===== src/rtl/page_mem_arbiter_pkg.sv =====
// Shared definitions for the page memory arbiter, its interface and sub-blocks.
package page_mem_arbiter_pkg;

  localparam int unsigned PM_ADDR_W = 4;
  localparam int unsigned PM_DATA_W = 8;

  typedef enum logic [1:0] {
    ST_IDLE = 2'd0,
    ST_OWN0 = 2'd1,
    ST_OWN1 = 2'd2
  } arb_state_t;

  // Ownership state for a given requester index (0 or 1).
  function automatic arb_state_t own_state(input logic side);
    return side ? ST_OWN1 : ST_OWN0;
  endfunction

endpackage


===== src/rtl/page_mem_arbiter_if.sv =====
// Requester and memory-side bus of the page memory arbiter.
interface page_mem_arbiter_if
  import page_mem_arbiter_pkg::*;
#(
  parameter int unsigned ADDR_W = PM_ADDR_W,
  parameter int unsigned DATA_W = PM_DATA_W
) ();

  logic              req0, req1;
  logic              lock0, lock1;
  logic              we0, we1;
  logic [ADDR_W-1:0] addr0, addr1;
  logic [DATA_W-1:0] wdata0, wdata1;
  logic              gnt0, gnt1;
  logic              rvalid0, rvalid1;
  logic [DATA_W-1:0] rdata;
  logic              preempt;
  logic [ADDR_W-1:0] mem_addr;
  logic [DATA_W-1:0] mem_wdata;
  logic              mem_we;
  logic              mem_re;
  logic [DATA_W-1:0] mem_rdata;

  // Arbiter side.
  modport slave (
    input  req0, req1, lock0, lock1, we0, we1, addr0, addr1, wdata0, wdata1,
    output gnt0, gnt1, rvalid0, rvalid1, rdata, preempt,
    output mem_addr, mem_wdata, mem_we, mem_re,
    input  mem_rdata
  );

  // Requesters plus memory.
  modport master (
    output req0, req1, lock0, lock1, we0, we1, addr0, addr1, wdata0, wdata1,
    input  gnt0, gnt1, rvalid0, rvalid1, rdata, preempt,
    input  mem_addr, mem_wdata, mem_we, mem_re,
    output mem_rdata
  );

endinterface


===== src/rtl/page_mem_arbiter_hold_counter.sv =====
// Counts consecutive cycles a waiter spends behind a locked owner; saturating.
module arb_hold_counter #(
  parameter int unsigned W   = 4,
  parameter int unsigned SAT = 15
) (
  input  logic         clk,
  input  logic         rst,
  input  logic         i_en,
  input  logic         i_clr,
  output logic [W-1:0] o_cnt
);

  logic [W-1:0] r_cnt;

  // Clear has priority; increment stops at the saturation value.
  always_ff @(posedge clk or posedge rst) begin
    if (rst) begin
      r_cnt <= '0;
    end else if (i_clr) begin
      r_cnt <= '0;
    end else if (i_en && (r_cnt != W'(SAT))) begin
      r_cnt <= r_cnt + 1'b1;
    end
  end

  assign o_cnt = r_cnt;

endmodule


===== src/rtl/page_mem_arbiter.sv =====
// Two-requester arbiter owning the single-port page memory pins.
module page_mem_arbiter
  import page_mem_arbiter_pkg::*;
#(
  parameter int unsigned ADDR_W   = PM_ADDR_W,
  parameter int unsigned DATA_W   = PM_DATA_W,
  parameter int unsigned MAX_HOLD = 16
) (
  input  logic                clk,
  input  logic                rst,
  page_mem_arbiter_if.slave   bus
);

  localparam int unsigned      HC_W      = (MAX_HOLD > 1) ? $clog2(MAX_HOLD) : 1;
  localparam logic [HC_W-1:0]  HOLD_LAST = HC_W'(MAX_HOLD - 1);

  arb_state_t        r_state, w_next;
  logic              r_last;
  logic              r_rvalid0, r_rvalid1;
  logic [HC_W-1:0]   w_hold_cnt;
  logic              w_owned, w_side;
  logic              w_own_req, w_own_lock, w_own_we, w_oth_req;
  logic              w_locked, w_hold_hit, w_xfer, w_preempt;
  logic              w_hold_en, w_hold_clr;
  logic [ADDR_W-1:0] w_mem_addr;
  logic [DATA_W-1:0] w_mem_wdata;

  // Current owner's view of the request lines (side 1 = requester 1).
  assign w_owned    = (r_state != ST_IDLE);
  assign w_side     = (r_state == ST_OWN1);
  assign w_own_req  = w_side ? bus.req1  : bus.req0;
  assign w_own_lock = w_side ? bus.lock1 : bus.lock0;
  assign w_own_we   = w_side ? bus.we1   : bus.we0;
  assign w_oth_req  = w_side ? bus.req0  : bus.req1;
  assign w_xfer     = w_owned & w_own_req;
  assign w_locked   = w_xfer & w_own_lock;
  assign w_hold_hit = w_oth_req & (w_hold_cnt == HOLD_LAST);

  // Next owner by priority: held lock, broken lock, round-robin tie, single, idle.
  always_comb begin
    w_next    = ST_IDLE;
    w_preempt = 1'b0;
    if (w_locked && !w_hold_hit) begin
      w_next = r_state;
    end else if (w_locked) begin
      w_next    = own_state(~w_side);
      w_preempt = 1'b1;
    end else if (bus.req0 && bus.req1) begin
      w_next = own_state(~r_last);
    end else if (bus.req0) begin
      w_next = ST_OWN0;
    end else if (bus.req1) begin
      w_next = ST_OWN1;
    end
  end

  // Grant register and round-robin history.
  always_ff @(posedge clk or posedge rst) begin
    if (rst) begin
      r_state <= ST_IDLE;
      r_last  <= 1'b1;
    end else begin
      r_state <= w_next;
      if ((w_next != r_state) && (w_next != ST_IDLE)) begin
        r_last <= (w_next == ST_OWN1);
      end
    end
  end

  // Read-valid tag is captured at issue so a grant change cannot misroute it.
  always_ff @(posedge clk or posedge rst) begin
    if (rst) begin
      r_rvalid0 <= 1'b0;
      r_rvalid1 <= 1'b0;
    end else begin
      r_rvalid0 <= w_xfer & ~w_own_we & ~w_side;
      r_rvalid1 <= w_xfer & ~w_own_we &  w_side;
    end
  end

  assign w_hold_en  = w_locked & w_oth_req;
  assign w_hold_clr = ~w_owned | ~w_oth_req | (w_next != r_state);

  arb_hold_counter #(
    .W   (HC_W),
    .SAT (MAX_HOLD - 1)
  ) u_hold (
    .clk   (clk),
    .rst   (rst),
    .i_en  (w_hold_en),
    .i_clr (w_hold_clr),
    .o_cnt (w_hold_cnt)
  );

  // Memory address/data follow the owner; driven to zero while idle.
  always_comb begin
    w_mem_addr  = '0;
    w_mem_wdata = '0;
    case (r_state)
      ST_OWN0: begin
        w_mem_addr  = bus.addr0;
        w_mem_wdata = bus.wdata0;
      end
      ST_OWN1: begin
        w_mem_addr  = bus.addr1;
        w_mem_wdata = bus.wdata1;
      end
      default: ;
    endcase
  end

  assign bus.gnt0      = (r_state == ST_OWN0);
  assign bus.gnt1      = (r_state == ST_OWN1);
  assign bus.rvalid0   = r_rvalid0;
  assign bus.rvalid1   = r_rvalid1;
  assign bus.rdata     = bus.mem_rdata;
  assign bus.preempt   = w_preempt;
  assign bus.mem_addr  = w_mem_addr;
  assign bus.mem_wdata = w_mem_wdata;
  assign bus.mem_we    = w_xfer & w_own_we;
  assign bus.mem_re    = w_xfer & ~w_own_we;

endmodule


===== src/flat_wrapper.sv =====
// flat-port wrapper written by rule: the top's interface ports become plain ports
module page_mem_arbiter_flat import page_mem_arbiter_pkg::*;
#(
  parameter int unsigned ADDR_W   = PM_ADDR_W,
  parameter int unsigned DATA_W   = PM_DATA_W,
  parameter int unsigned MAX_HOLD = 16
)
  (clk, rst, bus_req0, bus_req1, bus_lock0, bus_lock1, bus_we0, bus_we1, bus_addr0, bus_addr1, bus_wdata0, bus_wdata1, bus_gnt0, bus_gnt1, bus_rvalid0, bus_rvalid1, bus_rdata, bus_preempt, bus_mem_addr, bus_mem_wdata, bus_mem_we, bus_mem_re, bus_mem_rdata);
  page_mem_arbiter_if #(.ADDR_W(ADDR_W), .DATA_W(DATA_W)) bus_i ();
  input  logic clk;
  input  logic rst;
  input wire logic [$bits(bus_i.req0)-1:0] bus_req0;
  input wire logic [$bits(bus_i.req1)-1:0] bus_req1;
  input wire logic [$bits(bus_i.lock0)-1:0] bus_lock0;
  input wire logic [$bits(bus_i.lock1)-1:0] bus_lock1;
  input wire logic [$bits(bus_i.we0)-1:0] bus_we0;
  input wire logic [$bits(bus_i.we1)-1:0] bus_we1;
  input wire logic [$bits(bus_i.addr0)-1:0] bus_addr0;
  input wire logic [$bits(bus_i.addr1)-1:0] bus_addr1;
  input wire logic [$bits(bus_i.wdata0)-1:0] bus_wdata0;
  input wire logic [$bits(bus_i.wdata1)-1:0] bus_wdata1;
  output wire logic [$bits(bus_i.gnt0)-1:0] bus_gnt0;
  output wire logic [$bits(bus_i.gnt1)-1:0] bus_gnt1;
  output wire logic [$bits(bus_i.rvalid0)-1:0] bus_rvalid0;
  output wire logic [$bits(bus_i.rvalid1)-1:0] bus_rvalid1;
  output wire logic [$bits(bus_i.rdata)-1:0] bus_rdata;
  output wire logic [$bits(bus_i.preempt)-1:0] bus_preempt;
  output wire logic [$bits(bus_i.mem_addr)-1:0] bus_mem_addr;
  output wire logic [$bits(bus_i.mem_wdata)-1:0] bus_mem_wdata;
  output wire logic [$bits(bus_i.mem_we)-1:0] bus_mem_we;
  output wire logic [$bits(bus_i.mem_re)-1:0] bus_mem_re;
  input wire logic [$bits(bus_i.mem_rdata)-1:0] bus_mem_rdata;
  assign bus_i.req0 = bus_req0;
  assign bus_i.req1 = bus_req1;
  assign bus_i.lock0 = bus_lock0;
  assign bus_i.lock1 = bus_lock1;
  assign bus_i.we0 = bus_we0;
  assign bus_i.we1 = bus_we1;
  assign bus_i.addr0 = bus_addr0;
  assign bus_i.addr1 = bus_addr1;
  assign bus_i.wdata0 = bus_wdata0;
  assign bus_i.wdata1 = bus_wdata1;
  assign bus_gnt0 = bus_i.gnt0;
  assign bus_gnt1 = bus_i.gnt1;
  assign bus_rvalid0 = bus_i.rvalid0;
  assign bus_rvalid1 = bus_i.rvalid1;
  assign bus_rdata = bus_i.rdata;
  assign bus_preempt = bus_i.preempt;
  assign bus_mem_addr = bus_i.mem_addr;
  assign bus_mem_wdata = bus_i.mem_wdata;
  assign bus_mem_we = bus_i.mem_we;
  assign bus_mem_re = bus_i.mem_re;
  assign bus_i.mem_rdata = bus_mem_rdata;
  page_mem_arbiter #(.ADDR_W(ADDR_W), .DATA_W(DATA_W), .MAX_HOLD(MAX_HOLD)) u_core (.clk(clk), .rst(rst), .bus(bus_i));
endmodule

===== config.mk =====
export PLATFORM = sky130hd
export DESIGN_NAME = page_mem_arbiter_flat
export DESIGN_NICKNAME = d
export VERILOG_FILES = /design/src/rtl/page_mem_arbiter_pkg.sv /design/src/rtl/page_mem_arbiter_if.sv /design/src/rtl/page_mem_arbiter_hold_counter.sv /design/src/rtl/page_mem_arbiter.sv /design/src/flat_wrapper.sv
export SDC_FILE = /design/constraint.sdc
export NUM_CORES = 1
export LEC_CHECK = 0
export CAP_MARGIN = 5
export CELL_PAD_IN_SITES_DETAIL_PLACEMENT = 1
export CELL_PAD_IN_SITES_GLOBAL_PLACEMENT = 2
export CORE_MARGIN = 5
export CORE_UTILIZATION = 16
export CTS_CLUSTER_SIZE = 10
export DETAILED_ROUTE_END_ITERATION = 10
export PLACE_DENSITY_LB_ADDON = 0.1
export RECOVER_POWER = 50
export SYNTH_ARGS = -nofsm -noshare
export SYNTH_HDL_FRONTEND = slang
export SYNTH_SLANG_ARGS = --single-unit

===== constraint.sdc =====
create_clock -name clk -period 2.1 [get_ports clk]
set_input_delay 0.21 -clock clk [delete_from_list [all_inputs] [get_ports clk]]
set_output_delay 0.21 -clock clk [all_outputs]
set_load 0.01 [all_outputs]

**Word level (Yosys, flattened, before mapping)**

Index checks and enable logic that the tools add are counted.

- Add/sub/neg operators: 1
- Equality and inequality tests: 6
- Muxes and demuxes: 17
- Bitwise gates (word level): 14
- Reductions and logical operators: 8

Operators by type and width:

| operator | count |
|---|---|
| 8-bit one-hot mux with 2 select lines | 1 |
| 2-bit 2-to-1 mux | 7 |
| 1-bit bitwise AND | 8 |
| 4-bit 2-to-1 mux | 2 |
| 4-bit one-hot mux with 2 select lines | 1 |
| 1-bit 2-to-1 mux | 6 |
| 2-bit nonzero test | 3 |
| 4-bit by 1-bit adder with 4-bit output (second input constant) | 1 |
| 2-bit equality test (second input constant) | 2 |
| 4-bit equality test (second input constant) | 1 |
| 1-bit logical AND | 4 |
| 4-bit != test (second input constant) | 1 |
| 1-bit inverter | 4 |
| 2-bit by 1-bit equality test with 1-bit output (second input constant) | 1 |
| 2-bit != test | 1 |
| 1-bit OR | 2 |
| 1-bit zero test | 1 |

- Bits in registers: 9
- Input port bits: 40
- Output and inout bits: 27

**Logic depth before layout (Yosys ltp)**

- Depth after elaboration: 9
- Mapped depth: 9

**By module**

A second synthesis with hierarchy kept.

- Cell total of the unflattened synthesis: 119
- Area total of the unflattened synthesis: 1,016.0 sq um

By module, submodules not included:

| module | instances | cells an instance | area each (sq um) | sequential area each (sq um) |
|---|---|---|---|---|
| page_mem_arbiter | 1 | 98 | 785.8 | 126.4 |
| arb_hold_counter | 1 | 21 | 230.2 | 100.1 |

**Least setup slack after synthesis**

No wires, ideal clock.

- Path kind: register to register
- Start: register u_core.r_state[0]
- End: register u_core.u_hold.r_cnt[0] (netlist: u_core.u_hold.o_cnt[0])
- Setup time: 86 ps
- Arrival time: 2,103 ps
- Data required time: 2,014 ps
- Setup slack: -89 ps
- Cell stages (with the launch flop): 10
- Period minus slack after synthesis: 2,189 ps
- Path through: dfrtp_1 -> inv_1 -> ha_1 -> buf_6 -> mux2_4 -> and3_4 -> buf_6 -> a311oi_1 -> o22ai_1 -> nor3_1

- Cells in the longest elaborated chain, start to end: 9
- Elaborated cells on any way between the ends: 22

RTL lines:

| item | RTL line | RTL |
|---|---|---|
| from (decl) | page_mem_arbiter.sv:17 | `arb_state_t r_state, w_next;` |
| from (signal assigned) | page_mem_arbiter.sv:63 | `r_state <= w_next;` |
| 2-bit equality test * | n/a |  |
| net bus_gnt1 | flat_wrapper.sv:23 | `output wire logic [$bits(bus_i.gnt1)-1:0] bus_gnt1;` |
| 1-bit 2-to-1 mux (on tied branches) | page_mem_arbiter.sv:31, page_mem_arbiter.sv:34 |  |
| 1-bit bitwise AND (on tied branches) | page_mem_arbiter.sv:35, page_mem_arbiter.sv:37 |  |
| 1-bit bitwise AND / 1-bit zero test (equally long branches) | page_mem_arbiter.sv:36, page_mem_arbiter.sv:43 |  |
| 2-bit 2-to-1 mux / 1-bit logical AND (equally long branches) | page_mem_arbiter.sv:45, page_mem_arbiter.sv:43 |  |
| 2-bit 2-to-1 mux | page_mem_arbiter.sv:43 | `if (w_locked && !w_hold_hit) begin` |
| 2-bit != test | page_mem_arbiter.sv:82 | `assign w_hold_clr = ~w_owned \| ~w_oth_req \| (w_next != r_state);` |
| 1-bit OR | page_mem_arbiter.sv:82 |  |
| 4-bit 2-to-1 mux / 2-bit nonzero test (equally long branches) | n/a |  |
| to (signal assigned) | page_mem_arbiter_hold_counter.sv:22 | `r_cnt <= r_cnt + 1'b1;` |
| to (decl) | page_mem_arbiter_hold_counter.sv:13 | `logic [W-1:0] r_cnt;` |

Mark *: on every way through the listed nets, which the timed path passes. The rest lies on a longest branch.
A chain may end at the register's enable or synchronous reset.

**Worst setup path in the final report**

- Start: register u_core.r_state[0]
- End: register u_core.r_last

- Cells in the longest elaborated chain, start to end: 8
- Elaborated cells on any way between the ends: 17

RTL lines:

| item | RTL line | RTL |
|---|---|---|
| 2-bit equality test | page_mem_arbiter.sv:30 | `assign w_side = (r_state == ST_OWN1);` |
| 1-bit 2-to-1 mux (on tied branches) | page_mem_arbiter.sv:31, page_mem_arbiter.sv:34 |  |
| 1-bit bitwise AND (on tied branches) | page_mem_arbiter.sv:35, page_mem_arbiter.sv:37 |  |
| 1-bit bitwise AND / 1-bit zero test (equally long branches) | page_mem_arbiter.sv:36, page_mem_arbiter.sv:43 |  |
| 2-bit 2-to-1 mux / 1-bit logical AND (equally long branches) | page_mem_arbiter.sv:45, page_mem_arbiter.sv:43 |  |
| 2-bit 2-to-1 mux | page_mem_arbiter.sv:43 |  |
| 2-bit != test / 2-bit nonzero test (equally long branches) | page_mem_arbiter.sv:64 | `if ((w_next != r_state) && (w_next != ST_IDLE)) begin` |
| 1-bit logical AND | page_mem_arbiter.sv:64 |  |
| to (signal assigned) | page_mem_arbiter.sv:65 | `r_last <= (w_next == ST_OWN1);` |
| to (decl) | page_mem_arbiter.sv:18 | `logic r_last;` |

Parallel ways exist; a longest one is shown, timed or not.

==> flow_summary.toml <==
[run_status]
status = "finished, final reports clean"

[synth]
yosys_warnings = 0
ys_seq_area_frac = 0.2394
ys_async_sr_fraction = 1.000
syn-num-nets = 157
synth_area_sq_um = 945.9
ys_types = 29
postSynthCellCount = 112
synth_top_area_frac = 0.2116
yosys.area.top_type = "dfrtp_1"
synthTopCellsByCount = "a22oi_1, nor2b_1, buf_4, dfrtp_1, inv_1"
ys_ff_latch = 9
synthTopCellsByArea = "dfrtp_1, a22oi_1, nor2b_1"
synth_edf_count = 0
synth-main-ff-cell = "dfrtp_1"
syn_area_per_cell_sq_um = 8.446

[timing]
timing.slew.headroom = 0.7470
finClkSkew_ps = 5.769
whs_ps = 393.7
fin_ws_ps = 68.73
worst_pin_slew_ps = 379.1
finalSetupViolCount = 0
timing.fmax_mhz = 492.3
hold_viol = 0
finalMaxSlewViolations = 0
min_period_ps = 2031
period_share = 0.9673
rsz0062_at_grt = "true"

[floorplanning]
core_sq_um = 5851
design.die.area_sq_um = 7550
die_w_um = 86.89
die_h_um = 86.89
io_pins = 67
rows = 28
initial_utilization = 0.1617

[layout]
antenna_cells = 0
drive_gt1_frac = 0.3370
n_fill_cell = 674
area_delta_synth_final_pct = 95.90
nets = 227
stdcell_count = 256

[clock_network]
clk-insertion-delay-late_ps = 230
clk_root_buffer_cell = "clkbuf_8"
cts.sinks = 9
hold_buffers = 0
cts_tree = "yes"
numCtsBuffers = 3
cts_max_level = 1
clkTransAtPathRegs_ps = 50
cts_buffer_depth = 2

[global_route]
met3_usage = 0.02460
grt_antenna_before_repair = 0
met1_usage = 0.1301
grt_pass1_wl_mm = 6.113
met2_usage = 0.1670
top_usage_layer = "met2"
grt_pass1_vias = 1246
grt_usage = 0.1020
grt_start_max_net_pins = 14
grt_overflow = 0

[setup_path]
cp-end-kind = "flop"
start_kind = "flop"
worstPathArrival_ps = 2180
required_ps = 2240
path_class = "flop to flop"
cp_max_fo = 6

[pwr]
power_w = 0.002004
pwr-share-comb = 0.776
seq_power_share = 0.125
leakagePower_nw = 0.7918
power.density_nw_per_um2 = 1081
clkPwrFrac = 0.100
intPower_w = 0.001178
power_switching_w = 0.0008254
p_sw_frac = 0.4120
ir_drop_uv = 292.4

[placement]
hpwl_mm = 3.094
gp_congestion = 0.7418
place_inst = 244
io_buffers = 50
pre_cts_ws_ps = -4.012

[routing]
drc = 0
drt-initial-drc-count = 16
finalWirelength_mm = 3.937
route.antenna.remaining_nets = 0
vias = 1120
via_per_inst = 4.375
drt_first_pass_iters = 2
wire_per_inst_um = 15.38

[job]
cap_violations = 0

[worst_hold_path]
hp-class = "input port to asynchronous set/reset pin"
critical path, cell delays in order (launching register included):
cell and delay [ps]:
dfrtp_1 380, inv_2 100, buf_12 100, ha_4 160, mux2_4 340, and3_4 210
buf_4 160, a31o_2 220, a22oi_2 170, o211ai_1 110
metal layers:
layer  share of wire  vias up  wire length (um)
li1                -      540                 -
met2            0.51       34              1999
met4          0.0086        0                34
met5               0        -                 0
met1            0.43      544              1686
met3           0.055        2               217
stage by stage:
stage	instance area (sq um)	utilization	TNS, ps
2_1_floorplan	960.9	-	0
3_3_place_gp	1637	0.2797	0
3_5_place_dp	1637	0.2797	-7.923
4_1_cts	1762	0.3011	0
5_1_grt	1853	0.3167	-93.29
6_report	1853	0.3167	0
flip-flops by register name (all words and copies together), names as in the netlist:
register             flops
u_core.bus.rvalid0       1
u_core.bus.rvalid1       1
u_core.r_last            1
u_core.r_state           2
u_core.u_hold.o_cnt      4
final cells by class:
cell class | count | area [sq um] | area share
timing repair buffer | 78 | 726.9 | 0.3923
sequential | 9 | 226.5 | 0.1222
clock buffer | 4 | 45.04 | 0.02431
multi-input combinational | 82 | 730.7 | 0.3943
inverter | 8 | 30.03 | 0.01621
tap | 75 | 93.84 | 0.05064
power groups by stage:
stage                     clock network [W]  registers (W)  logic (W)
final                              0.000200       0.000250    0.00155
after global routing               0.000222       0.000254    0.00168
after detailed placement                  0       0.000260    0.00138
after global placement                    0       0.000257    0.00137
after floorplan                           0       0.000260   0.000654
after CTS                          0.000210       0.000249    0.00146
timing repair:
item                       4_1_cts  5_1_grt
setup endpoints to repair       17        9
setup buffers                    6        2
resized for setup               24       20
pin swaps                        3        9
layout by cell type, fill, tap and decap left out, drive strengths merged:
cell           count
clkbuf             5
clkdlybuf4s50     32
buf               29
dfstp              1
a311oi             5
dlygate4sd3        3
a31oi              2
nand2              4
xor2               3
o22ai              1
and3               5
dfrtp              8
nor2b             13
ha                 5
a21bo              1
and2               2
dlygate4sd2       12
nand2b             1
clkdlybuf4s15      1
nand3              6
a22oi             13
o21ai              2
inv                8
mux2i              3
mux2               3
nor3               5
o211ai             2
a31o               1
a32oi              2
nor2               3
kinds of logic (layout without fill, tap and decap cells):
kind of cell    after synthesis  count (layout)  share of synthesized area
flops                         9               9                     0.2394
compound gates               29              29                     0.2341
mux                           6               6                    0.07142
xor+xnor                      3               3                    0.02778
simple gates                 39              39                     0.2301
fa+ha+maj                     5               5                    0.06614
buf+inv                      21              90                     0.1310
final timing paths:
check / startpoint / end / cells past startpoint / slack (ps)
min: rst / u_core.bus.rvalid0 / 2 / 390
max reg2reg: u_core.r_state[0] / u_core.r_last / 9 / 70
max: u_core.r_state[0] / u_core.r_last / 9 / 70
min in group clk: bus_mem_rdata[4] / bus_rdata[4] / 0 / 420
min reg2reg: u_core.r_last / u_core.r_last / 2 / 580
max in group asynchronous: rst / u_core.r_last / 2 / 1400
(Power assumes the default switching activity.)
